## src/rtl/compare_req_pkg.sv

```systemverilog
// Shared definitions for the compare_requester slice: FSM state encoding,
// responder result encodings and the counter width used by the guard and
// timeout counters.
package compare_req_pkg;

  // Width of the guard and timeout counters.
  localparam int CNT_W = 8;

  // Requester FSM states.
  typedef enum logic [1:0] {
    ST_IDLE   = 2'd0,
    ST_SETUP  = 2'd1,
    ST_REQ    = 2'd2,
    ST_RETURN = 2'd3
  } state_e;

  // Legal responder results as {bigger, equal, smaller}.
  localparam logic [2:0] RES_BIGGER  = 3'b100;
  localparam logic [2:0] RES_EQUAL   = 3'b010;
  localparam logic [2:0] RES_SMALLER = 3'b001;

  // True when the result is exactly one of the three legal encodings.
  function automatic logic res_is_one_hot(input logic [2:0] res);
    return (res == RES_BIGGER) || (res == RES_EQUAL) || (res == RES_SMALLER);
  endfunction

endpackage

```

## src/rtl/compare_requester_sync_bit.sv

```systemverilog
// sync_bit: multi-flop synchronizer for a single asynchronous level.
// The chain is synchronously cleared so a stale level does not survive reset.
module sync_bit #(
  parameter int unsigned STAGES = 2
) (
  input  logic clk,
  input  logic rst_n,
  input  logic d_i,
  output logic q_o
);

  logic [STAGES-1:0] sync_q;

  // Shift the asynchronous input through the flop chain.
  always_ff @(posedge clk) begin
    if (!rst_n) begin
      sync_q <= '0;
    end else begin
      sync_q <= {sync_q[STAGES-2:0], d_i};
    end
  end

  assign q_o = sync_q[STAGES-1];

endmodule

```

## src/rtl/compare_requester.sv

```systemverilog
// compare_requester: clocked initiator for the asynchronous req/fin compare
// handshake. Accepts an operand pair, presents it to the responder, waits for
// the synchronized fin (after a guard window that flushes a stale fin), and
// returns the captured result on a valid/ready stream.
// Optional feature macro: COMPARE_REQUESTER_TIMEOUT_EN adds a REQ timeout that
// completes the transaction with out_err=1 and an all-zero result.
module compare_requester
  import compare_req_pkg::*;
#(
  parameter int unsigned Width       = 32,
  parameter int unsigned SYNC_STAGES = 2,
  parameter int unsigned GUARD       = 3,
  parameter int unsigned TIMEOUT     = 255
) (
  input  logic             clk,
  input  logic             rst_n,
  // operand stream
  input  logic             in_valid,
  output logic             in_ready,
  input  logic [Width-1:0] in_x,
  input  logic [Width-1:0] in_y,
  // responder side
  output logic             req,
  output logic [Width-1:0] x,
  output logic [Width-1:0] y,
  input  logic             fin,
  input  logic             bigger,
  input  logic             equal,
  input  logic             smaller,
  // result stream
  output logic             out_valid,
  input  logic             out_ready,
  output logic             out_bigger,
  output logic             out_equal,
  output logic             out_smaller,
  output logic             out_err
);

  // Parameter sanity checks at elaboration.
  if (SYNC_STAGES < 2) begin : g_chk_sync
    $error("compare_requester: SYNC_STAGES must be at least 2");
  end
  if ((GUARD < SYNC_STAGES + 1) || (GUARD > 255)) begin : g_chk_guard
    $error("compare_requester: GUARD must be in SYNC_STAGES+1..255");
  end
  if ((TIMEOUT < 1) || (TIMEOUT > 255)) begin : g_chk_timeout
    $error("compare_requester: TIMEOUT must be in 1..255");
  end

  localparam logic [CNT_W-1:0] GUARD_C = CNT_W'(GUARD);

  logic fin_sync;

  sync_bit #(
    .STAGES(SYNC_STAGES)
  ) u_fin_sync (
    .clk  (clk),
    .rst_n(rst_n),
    .d_i  (fin),
    .q_o  (fin_sync)
  );

  state_e           state_q, state_d;
  logic [Width-1:0] x_q, x_d;
  logic [Width-1:0] y_q, y_d;
  logic             req_q, req_d;
  logic [2:0]       res_q, res_d;
  logic             err_q, err_d;
  logic             ovld_q, ovld_d;
  logic [CNT_W-1:0] guard_q, guard_d;
  logic             guard_done;
  logic [2:0]       res_in;

`ifdef COMPARE_REQUESTER_TIMEOUT_EN
  localparam logic [CNT_W-1:0] TIMEOUT_C = CNT_W'(TIMEOUT);
  logic [CNT_W-1:0] to_q, to_d;
`endif

  // Guard expires once it has counted GUARD REQ cycles; it saturates there.
  assign guard_done = (guard_q >= GUARD_C);
  assign res_in     = {bigger, equal, smaller};

  // Next-state logic for the handshake FSM, operand and result registers.
  always_comb begin
    state_d = state_q;
    x_d     = x_q;
    y_d     = y_q;
    req_d   = req_q;
    res_d   = res_q;
    err_d   = err_q;
    ovld_d  = ovld_q;
    guard_d = guard_q;
`ifdef COMPARE_REQUESTER_TIMEOUT_EN
    to_d    = to_q;
`endif
    case (state_q)
      ST_IDLE: begin
        if (in_valid) begin
          x_d     = in_x;
          y_d     = in_y;
          state_d = ST_SETUP;
        end
      end
      ST_SETUP: begin
        // Operands have had a full cycle to settle; raise the request now.
        req_d   = 1'b1;
        guard_d = '0;
`ifdef COMPARE_REQUESTER_TIMEOUT_EN
        to_d    = '0;
`endif
        state_d = ST_REQ;
      end
      ST_REQ: begin
        if (!guard_done) begin
          guard_d = guard_q + 1'b1;
        end
        if (guard_done && fin_sync) begin
          res_d   = res_in;
          err_d   = !res_is_one_hot(res_in);
          req_d   = 1'b0;
          ovld_d  = 1'b1;
          state_d = ST_RETURN;
        end
`ifdef COMPARE_REQUESTER_TIMEOUT_EN
        else if (to_q == TIMEOUT_C) begin
          // Responder never answered: complete with an error and no result.
          res_d   = '0;
          err_d   = 1'b1;
          req_d   = 1'b0;
          ovld_d  = 1'b1;
          state_d = ST_RETURN;
        end else begin
          to_d = to_q + 1'b1;
        end
`endif
      end
      ST_RETURN: begin
        if (out_ready) begin
          ovld_d  = 1'b0;
          state_d = ST_IDLE;
        end
      end
      default: begin
        state_d = ST_IDLE;
      end
    endcase
  end

  // State and datapath registers; reset abandons any in-flight compare.
  always_ff @(posedge clk) begin
    if (!rst_n) begin
      state_q <= ST_IDLE;
      x_q     <= '0;
      y_q     <= '0;
      req_q   <= 1'b0;
      res_q   <= '0;
      err_q   <= 1'b0;
      ovld_q  <= 1'b0;
      guard_q <= '0;
`ifdef COMPARE_REQUESTER_TIMEOUT_EN
      to_q    <= '0;
`endif
    end else begin
      state_q <= state_d;
      x_q     <= x_d;
      y_q     <= y_d;
      req_q   <= req_d;
      res_q   <= res_d;
      err_q   <= err_d;
      ovld_q  <= ovld_d;
      guard_q <= guard_d;
`ifdef COMPARE_REQUESTER_TIMEOUT_EN
      to_q    <= to_d;
`endif
    end
  end

  assign in_ready    = (state_q == ST_IDLE);
  assign req         = req_q;
  assign x           = x_q;
  assign y           = y_q;
  assign out_valid   = ovld_q;
  assign out_bigger  = res_q[2];
  assign out_equal   = res_q[1];
  assign out_smaller = res_q[0];
  assign out_err     = err_q;

endmodule

```

## config.mk

```make
export PLATFORM = sky130hd
export DESIGN_NAME = compare_requester
export DESIGN_NICKNAME = d
export VERILOG_FILES = /design/src/rtl/compare_req_pkg.sv /design/src/rtl/compare_requester_sync_bit.sv /design/src/rtl/compare_requester.sv
export SDC_FILE = /design/constraint.sdc
export NUM_CORES = 1
export LEC_CHECK = 0
export CAP_MARGIN = 20
export CORE_UTILIZATION = 60
export CTS_BUF_LIST = sky130_fd_sc_hd__clkbuf_4
export CTS_CLUSTER_DIAMETER = 50
export DETAILED_ROUTE_END_ITERATION = 7
export DONT_BUFFER_PORTS = 1
export GPL_TIMING_DRIVEN = 0
export PLACE_DENSITY = 0.84
export SLEW_MARGIN = 40
export SYNTH_ARGS = -nofsm -noshare
export SYNTH_HDL_FRONTEND = slang
export SYNTH_SLANG_ARGS = --single-unit
```

## constraint.sdc

```tcl
create_clock -name clk -period 1.69 [get_ports clk]
set_input_delay 0.338 -clock clk [delete_from_list [all_inputs] [get_ports clk]]
set_output_delay 0.338 -clock clk [all_outputs]
set_load 0.03 [all_outputs]
```

After elaboration in Yosys (flattened, before gate mapping). Index checks and enable logic that the tools add are counted.

Logic and storage cells: 45. Output and inout bits: 71. Bits in registers: 82. Input bits: 72.

Equality and inequality tests: 10. Mux-type cells: 11. $lt $le $gt $ge: 1. $add $sub $neg: 1. Reduce and logical (&&, ||, !) cells: 13.

Operator list (number): $pmux W8 S2 (1); $add A8 B1 Y8 const B (1); $ge A8 B2 Y1 const B (1); $mux W8 (1); $ne A2 B2 Y1 const B (4); $pmux W2 S4 (1); $reduce_and A2 Y1 (4); $mux W2 (3); $reduce_and A3 Y1 (2); $eq A2 B2 Y1 const B (2); $pmux W1 S2 (2); $reduce_bool A2 Y1 (2); $eq A3 B1 Y1 const B (1); $eq A3 B2 Y1 const B (1); $eq A3 B3 Y1 const B (1); $mux W1 (3); $eq A2 B1 Y1 const B (1); $logic_not A2 Y1 (1); $logic_or A1 B1 Y1 (2); $logic_and A1 B1 Y1 (1); $logic_not A1 Y1 (1).

Depth between registers and ports, before layout. Gate-level depths: netlist of run 1.

Depth after elaboration: 4. Gate-level depth with buffers: 7. Depth with buffers taken out: 6.

By module. A second synthesis of run 1 with hierarchy kept.

Cell total of the unflattened synthesis: 353. Area, all modules: 2940.3 um^2.

Modules (own cells, without submodules): compare_requester (seq. area each 1601.5 um^2, cells each 349, instances 1, area each 2887.8 um^2); sync_bit (seq. area each 40.0 um^2, cells each 4, instances 1, area each 52.6 um^2).

Least setup slack after synthesis of run 1. Ideal clock, no wire load.

Kind: reg-to-reg. Start point: register state_q[0]. End point: register y_q[0], in the netlist y[0]. Arrival: 1.485 ns. Path buffers: 1. Data required time: 1.619 ns. Path slack: 0.134 ns. Period minus slack after synthesis: 1.556 ns. Stages on the path, launching flop included: 7. Library setup time: 0.071 ns. Cells stage by stage: dfxtp_1 inv_1 ha_1 nand2_1 clkbuf_1 nand2_1 a21oi_1.

Word-level cells in the longest chain between the ends: 2.

Ends and longest elaborated chain: start: declaration (RTL line compare_requester.sv:63) `state_e state_q, state_d;`; start signal: assignment (RTL line compare_requester.sv:164) `state_q <= state_d;`; $logic_not A2 Y1; named net in_ready (RTL line compare_requester.sv:19) `output logic in_ready,`; $reduce_and A2 Y1 (no source line); end signal: assignment (RTL line compare_requester.sv:166) `y_q <= y_d;`; end: declaration (RTL line compare_requester.sv:65) `logic [Width-1:0] y_q, y_d;`.

The timed path passes the listed nets, and every way through them passes these cells. A chain may end at the register's enable or synchronous reset.

Worst setup path in the final report of run 1.
Start point: register state_q[0]. End point: register x_q[12], in the netlist x[12].

Word-level cells in the longest chain between the ends: 2.

Ends and longest elaborated chain: $logic_not A2 Y1; named net in_ready (RTL line compare_requester.sv:19); $reduce_and A2 Y1 (no source line); end signal: assignment (RTL line compare_requester.sv:153) `x_q <= '0;`; end signal: assignment (RTL line compare_requester.sv:165) `x_q <= x_d;`; end: declaration (RTL line compare_requester.sv:64) `logic [Width-1:0] x_q, x_d;`.

The timed path passes the listed nets, and every way through them passes these cells.

==> insert_results.sql, run 1 <==
INSERT INTO impl_metrics (metric_group, metric, value, unit) VALUES
('detailed_routing', 'routedWlPerCell', '14.1', 'um'),
('worst_setup_path', 'worst-endpoint-arrival', '1.90', 'ns'),
('clock_network', 'clk_latency', '0.41', 'ns'),
('finish', 'area_growth_syn_to_layout', '10.8', '%'),
('synthesis', 'synthesis.area', '0.00294', 'mm2'),
('floorplan', 'die-height', '72.0', 'um'),
('worst_setup_path', 'critPathCaptureType', 'flop', ''),
('finish', 'multi_input_logic_area', '0.00122', 'mm2'),
('detailed_routing', 'antenna_violating_nets_post_route', '0', ''),
('finish', 'regArea', '0.00164', 'mm2'),
('clock_network', 'tritoncts_num_sinks', '82', ''),
('worst_setup_path', 'crit_type', 'flop to flop', ''),
('worst_setup_path', 'rr_worst_depth', '7', ''),
('power_and_ir_drop', 'peakVddDrop', '867', 'uV'),
('finish', 'post_route_cells_drive_above_1_share', '0.111', ''),
('timing', 'hold_viol', '0', ''),
('status', 'run_status', 'complete, no violations', ''),
('job', 'drv_cap', '0', ''),
('grt', 'pin_count_of_the_biggest_net_entering_global_routing', '14', ''),
('floorplan', 'fp.coreArea', '0.00472', 'mm2'),
('worst_setup_path', 'worst_ep_required_time', '2.02', 'ns'),
('timing', 'finalWorstSetupSlack', '0.122', 'ns'),
('synthesis', 'synthDistinctLibCells', '29', ''),
('finish', 'final_util', '0.690', ''),
('clock_network', 'cts.reportedPaths.clkPinSlew', '0.12', 'ns'),
('floorplan', 'fp.dieArea', '0.00518', 'mm2'),
('placed_design', 'place_hpwl', '4550', 'um'),
('timing', 'max_freq', '638', 'MHz'),
('power_and_ir_drop', 'power_leakage', '1.25', 'nW'),
('timing', 'setup_tns', '0', 'ns'),
('floorplan', 'die_width', '72.0', 'um'),
('synthesis', 'cell_count_after_synthesis', '353', ''),
('hold_path', 'min_delay_path_depth', '2', ''),
('timing', 'max-slew-margin-rel', '0.696', ''),
('placed_design', 'place_ws', '-0.242', 'ns'),
('power_and_ir_drop', 'post-layout-total-power', '5.79', 'mW'),
('timing', 'worst_slew_pin_slew', '0.454', 'ns'),
('synthesis', 'synthesis.area_per_instance', '8.33', 'um2'),
('timing', 'shortest_period_the_worst_path_allows', '1.57', 'ns'),
('synthesis', 'yosysWarnings', '0', ''),
('detailed_routing', 'detailedRoute.firstPassIterationCount', '4', ''),
('grt', 'number_of_global_route_vias_before_repair', '2060', ''),
('detailed_routing', 'initialDrtViolationCount', '64', ''),
('grt', 'grt_antenna_before_repair', '0', ''),
('placed_design', 'routabilityCongestion', '0.754', ''),
('clock_network', 'cts-hold-fix-buffers', '0', ''),
('clock_network', 'ctsLongestPathBuffers', '2', ''),
('floorplan', 'start_util', '0.623', ''),
('worst_setup_path', 'critical_path_peak_fanout', '10', ''),
('worst_setup_path', 'critical_path.startpoint_type', 'flop', ''),
('grt', 'grt.overflow.total', '0', ''),
('clock_network', 'cell_chosen_for_the_clock_root', 'clkbuf_4', ''),
('placed_design', 'io_buffer_count', '0', ''),
('synthesis', 'yosysSeqAreaShare', '0.558', ''),
('timing', 'fin_crit_sh', '0.928', ''),
('detailed_routing', 'routed-via-count', '2324', ''),
('clock_network', 'total_cts_buffers', '9', ''),
('timing', 'finalSetupViolCount', '0', ''),
('worst_setup_path', 'worst_path_max_delay_cell', 'dfxtp_1', ''),
('clock_network', 'cts-resized-gates', '7', ''),
('detailed_routing', 'wirelength', '6160', 'um'),
('finish', 'layoutNonFillerInstCount', '436', ''),
('finish', 'antenna_cells', '0', ''),
('synthesis', 'flop_and_latch_count_out_of_synthesis', '82', ''),
('grt', 'grt_usage', '0.227', ''),
('floorplan', 'row_count', '25', ''),
('timing', 'fin_skew', '0.00878', 'ns'),
('finish', 'filler_cell_count', '392', ''),
('finish', 'finish.net_count', '441', ''),
('synthesis', 'syn_nets', '430', ''),
('timing', 'worst_hold_slack', '0.0443', 'ns');
[layout by cell type, fill, tap and decap left out, types with 2 or more instances in the layout]
| cell type | n |
|---|---|
| clkbuf_1 | 8 |
| ha_1 | 3 |
| o21ai_0 | 3 |
| and2_1 | 3 |
| nor2b_1 | 2 |
| and3_1 | 5 |
| dfxtp_1 | 82 |
| nor2_1 | 8 |
| a211oi_1 | 2 |
| bufinv_16 | 3 |
| clkbuf_4 | 16 |
| nand2_1 | 132 |
| inv_1 | 3 |
| clkbuf_2 | 6 |
| mux2i_1 | 5 |
| a21oi_1 | 66 |
| buf_2 | 2 |
[routing by layer]
metal  GRT usage  wire length, um
met1       0.238             2450
met2       0.405             3090
met3      0.0750              505
met4       0.120              110
met5           0                0
[synthesized netlist by cell type (all sizes together)]
cell | instances | area, um2
a211oi | 2 | 15.0
a21bo | 1 | 10.0
a21oi | 67 | 339
a221oi | 1 | 8.76
a31oi | 1 | 6.26
and2 | 3 | 18.8
and3 | 6 | 38.8
and4 | 1 | 10.0
buf | 7 | 35.0
clkbuf | 14 | 52.6
dfxtp | 82 | 1640
ha | 5 | 62.6
inv | 4 | 15.0
mux2 | 1 | 11.3
mux2i | 5 | 50.1
nand2 | 133 | 499
nand2b | 1 | 6.26
nand3 | 1 | 10.0
nor2 | 8 | 30.0
nor2b | 2 | 12.5
nor3 | 2 | 15.0
nor4 | 1 | 21.3
o21a | 1 | 7.51
o21ai | 3 | 15.0
xor2 | 1 | 8.76
[final timing paths]
kind | start | to | slack (ns)
worst max-delay path | state_q[0]$_SDFFE_PN0P_ | x[12]$_SDFFE_PN0P_ | 0.12
worst max register to register | state_q[0]$_SDFFE_PN0P_ | x[12]$_SDFFE_PN0P_ | 0.12
worst min register to register | u_fin_sync.sync_q[0]$_SDFF_PN0_ | u_fin_sync.sync_q[1]$_SDFF_PN0_ | 0.46
worst min-delay path | in_x[10] | x[10]$_SDFFE_PN0P_ | 0.04
[critical path, delay by kind of cell, from the launching register on]
kind            cells  cell delay [ns]
flops               1             0.36
fa+ha+maj           1             0.24
simple gates        2             0.21
compound gates      1             0.13
buf+inv             3             0.55
[power breakdown]
group          switching, mW  internal [mW]  total, mW
combinational          0.806          0.496       1.30
clock                  0.623          0.781       1.40
sequential             0.817           2.27       3.08
[cell families after synthesis]
kind of cell	Yosys count	synth area share
DFF	82	0.558
AOI/OAI and AO/OA	76	0.137
muxes	6	0.0209
and+or+nand+nor	158	0.225
buffers and inverters	25	0.0349
adders and majority gates	5	0.0213
xor gates and xnor gates	1	0.00298
[final cells by class]
| class | instances | share of cell area |
|---|---|---|
| Multi-Input combinational cell | 246 | 0.376 |
| Clock buffer | 11 | 0.0254 |
| Clock inverter | 5 | 0.0315 |
| Sequential cell | 82 | 0.504 |
| Buffer | 21 | 0.0330 |
| Inverter | 4 | 0.00461 |
| Tap cell | 67 | 0.0257 |
[registers in the layout, summed over array words and instances (netlist names)]
| signal | count |
|---|---|
| u_fin_sync.sync_q | 2 |
| req | 1 |
| state_q | 2 |
| out_err | 1 |
| y | 32 |
| guard_q | 8 |
| x | 32 |
| res_q | 3 |
| out_valid | 1 |
Note: power is estimated with default switching activity, not from simulation.
==> inputs of run 2 (changes only) <==
CAP_MARGIN = default   (was 20)
==> results of run 2 <==
The final DEF is identical to that of run 1; final timing and power are the same.
==> inputs of run 3 (changes only) <==
CORE_UTILIZATION = 38   (was 60)
DONT_BUFFER_PORTS = default   (was 1)
PLACE_DENSITY = 0.87   (was 0.84)
clock period = 1.3 ns   (was 1.69 ns; I/O delays follow)
==> run 3 against run 2 <==
The run now ends with setup timing left. Die area up 56%. Flip-flop and latch count is the same. Core utilization up 5.2 points. Critical endpoint is now guard_q[0]$_SDFFE_PN0P_.
==> insert_results.sql, run 3 (same netlist as run 1, synthesis figures left out) <==
INSERT INTO impl_metrics (metric_group, metric, value, unit) VALUES
('worst_setup_path', 'crit_type', 'flop to flop', ''),
('clock_network', 'tritoncts', 'yes', ''),
('clock_network', 'clk_latency', '0.42', 'ns'),
('timing', 'worst_hold_slack', '0.373', 'ns'),
('worst_setup_path', 'critPathCaptureType', 'flop', ''),
('floorplan', 'fp.coreArea', '0.00737', 'mm2'),
('floorplan', 'start_util', '0.399', ''),
('timing', 'finalSetupViolCount', '52', ''),
('worst_setup_path', 'worst_ep_required_time', '1.64', 'ns'),
('job', 'drv_cap', '0', ''),
('finish', 'antenna_cells', '0', ''),
('clock_network', 'ctsLongestPathBuffers', '2', ''),
('clock_network', 'h-tree-depth', '3', ''),
('floorplan', 'pin_count', '143', ''),
('detailed_routing', 'drt-vias-per-instance', '5.02', ''),
('worst_setup_path', 'critical_path_peak_fanout', '4', ''),
('finish', 'final_std_cell_area_no_fill', '0.00546', 'mm2'),
('detailed_routing', 'detailedRoute.firstPassIterationCount', '4', ''),
('finish', 'area_growth_syn_to_layout', '85.8', '%'),
('placed_design', 'io_buffer_count', '142', ''),
('hold_path', 'worst_min_delay_path_class', 'primary input to flop', ''),
('grt', 'number_of_global_route_vias_before_repair', '3097', ''),
('floorplan', 'row_count', '31', ''),
('timing', 'max-slew-margin-rel', '0.552', ''),
('finish', 'post_route_cells_drive_above_1_share', '0.463', ''),
('detailed_routing', 'remaining_drc_errors', '0', ''),
('timing', 'unrepaired_setup_endpoints_after_global_routing', 'yes', ''),
('placed_design', 'placed_area', '0.00456', 'mm2'),
('clock_network', 'total_cts_buffers', '9', ''),
('timing', 'worst_slew_pin_slew', '0.672', 'ns'),
('detailed_routing', 'wirelength', '10700', 'um'),
('grt', 'grt_antenna_before_repair', '0', ''),
('power_and_ir_drop', 'peakVddDrop', '1120', 'uV'),
('status', 'run_status', 'finished with violations', ''),
('timing', 'max_freq', '712', 'MHz'),
('grt', 'grt_pass1_wl', '14300', 'um'),
('worst_setup_path', 'worst-endpoint-arrival', '1.75', 'ns'),
('grt', 'pin_count_of_the_biggest_net_entering_global_routing', '14', ''),
('power_and_ir_drop', 'power_leakage', '2.42', 'nW'),
('detailed_routing', 'routed-via-count', '3208', ''),
('timing', 'hold_viol', '0', ''),
('worst_setup_path', 'critical_path_cell_list', 'ha_4 > nor4_4 > nand3_2 > mux2_4 > nor2_1', ''),
('detailed_routing', 'antenna_violating_nets_post_route', '0', ''),
('worst_setup_path', 'worst_path_max_delay_cell', 'dfxtp_2', ''),
('grt', 'grt_usage', '0.219', ''),
('timing', 'report.final.slew_viol_count', '0', ''),
('status', 'violations', 'setup timing', ''),
('floorplan', 'fp.dieArea', '0.00809', 'mm2'),
('grt', 'grt.overflow.total', '0', ''),
('hold_path', 'min_delay_path_depth', '3', ''),
('finish', 'final_common_cell', 'nand2_1', ''),
('worst_setup_path', 'slowest_delay', '0.36', 'ns'),
('worst_setup_path', 'worst-r2r-setup-slack', '-0.11', 'ns'),
('detailed_routing', 'routedWlPerCell', '16.8', 'um'),
('worst_setup_path', 'rr_worst_depth', '5', ''),
('clock_network', 'cts-hold-fix-buffers', '0', ''),
('clock_network', 'cts.reportedPaths.clkPinSlew', '0.14', 'ns'),
('worst_setup_path', 'critical_path.startpoint_type', 'flop', ''),
('placed_design', 'routabilityCongestion', '0.737', ''),
('placed_design', 'dp.cells', '594', ''),
('timing', 'fin_skew', '0.0200', 'ns'),
('floorplan', 'die-height', '90.0', 'um'),
('placed_design', 'place_hpwl', '5960', 'um'),
('timing', 'finalWorstSetupSlack', '-0.105', 'ns'),
('clock_network', 'cell_chosen_for_the_clock_root', 'clkbuf_4', ''),
('finish', 'layoutNonFillerInstCount', '639', ''),
('clock_network', 'tritoncts_num_sinks', '82', ''),
('detailed_routing', 'initialDrtViolationCount', '73', ''),
('timing', 'shortest_period_the_worst_path_allows', '1.41', 'ns'),
('timing', 'fin_crit_sh', '1.08', ''),
('power_and_ir_drop', 'cellPowerDensity', '1960', 'mW/mm2'),
('floorplan', 'die_width', '90.0', 'um'),
('finish', 'commonest_cells_after_routing_fill_and_taps_aside', 'nand2_1 (87), dfxtp_1 (75), clkdlybuf4s50_1 (70), buf_2 (66), a21oi_2 (45)', ''),
('finish', 'finish.net_count', '613', '');
==> run 3: changes by cell type in the layout (fill, tap and decap cells not counted), sizes merged <==
| cell | change |
|---|---|
| clkdlybuf4s50 | +70 |
| nand2 | +2 |
| clkinv | +1 |
| dlymetal6s2s | +1 |
| buf | +97 |
==> run 3: stage by stage <==
step	TNS [ns]	worst slack [ns]	power, mW	utilization
final	-1.81	-0.105	10.7	0.741
after global placement	-20.41	-0.302	6.72	0.618
after global routing	-5.37	-0.180	11.1	0.741
after detailed placement	-22.94	-0.365	6.83	0.618
after CTS	-1.54	-0.144	9.14	0.647
after floorplan	-0.0205	-0.0115	5.43	-
==> run 3: worst paths after layout <==
path | start | endpoint
max | guard_q[0]$_SDFFE_PN0P_ | guard_q[0]$_SDFFE_PN0P_
min | in_y[14] | y[14]$_SDFFE_PN0P_
max reg2reg | guard_q[0]$_SDFFE_PN0P_ | guard_q[0]$_SDFFE_PN0P_
min reg2reg | u_fin_sync.sync_q[0]$_SDFF_PN0_ | u_fin_sync.sync_q[1]$_SDFF_PN0_
==> run 3: power by group <==
part / internal, mW / switching, mW / leakage, nW
clock: 0.955 / 0.863 / 0.0894
combinational: 2.59 / 3.05 / 1.65
sequential: 2.97 / 0.260 / 0.674
==> run 3: area by class of cell <==
class / count / area, um2
Timing Repair Buffer: 171 / 1460
Multi-Input combinational cell: 248 / 1780
Clock inverter: 6 / 106
Clock buffer: 9 / 67.6
Buffer: 20 / 249
Tap cell: 99 / 124
Sequential cell: 82 / 1650
Inverter: 4 / 20.0
Fill cell: 522 / 1910
==> run 3: layer usage <==
layer / global-route usage / wire length (um) / vias up
li1: - / - / 1518
met1: 0.244 / 4220 / 1534
met2: 0.401 / 5550 / 127
met3: 0.0558 / 597 / 29
met4: 0.0820 / 366 / 0
met5: 0 / 0 / -
==> run 3: timing repair <==
item,4_1_cts,5_1_grt
buffers inserted,13,6
setup endpoints to repair,140,76
cloned,1,11
pin swaps,20,55
gates resized for setup,426,129
==> run 3: critical path: cells and delay by family, from the launching register on <==
kind,cells,cell delay [ns]
AND/OR/NAND/NOR,3,0.50
multiplexers,1,0.33
flip-flops,1,0.36
adder cells (fa/ha/maj),1,0.16
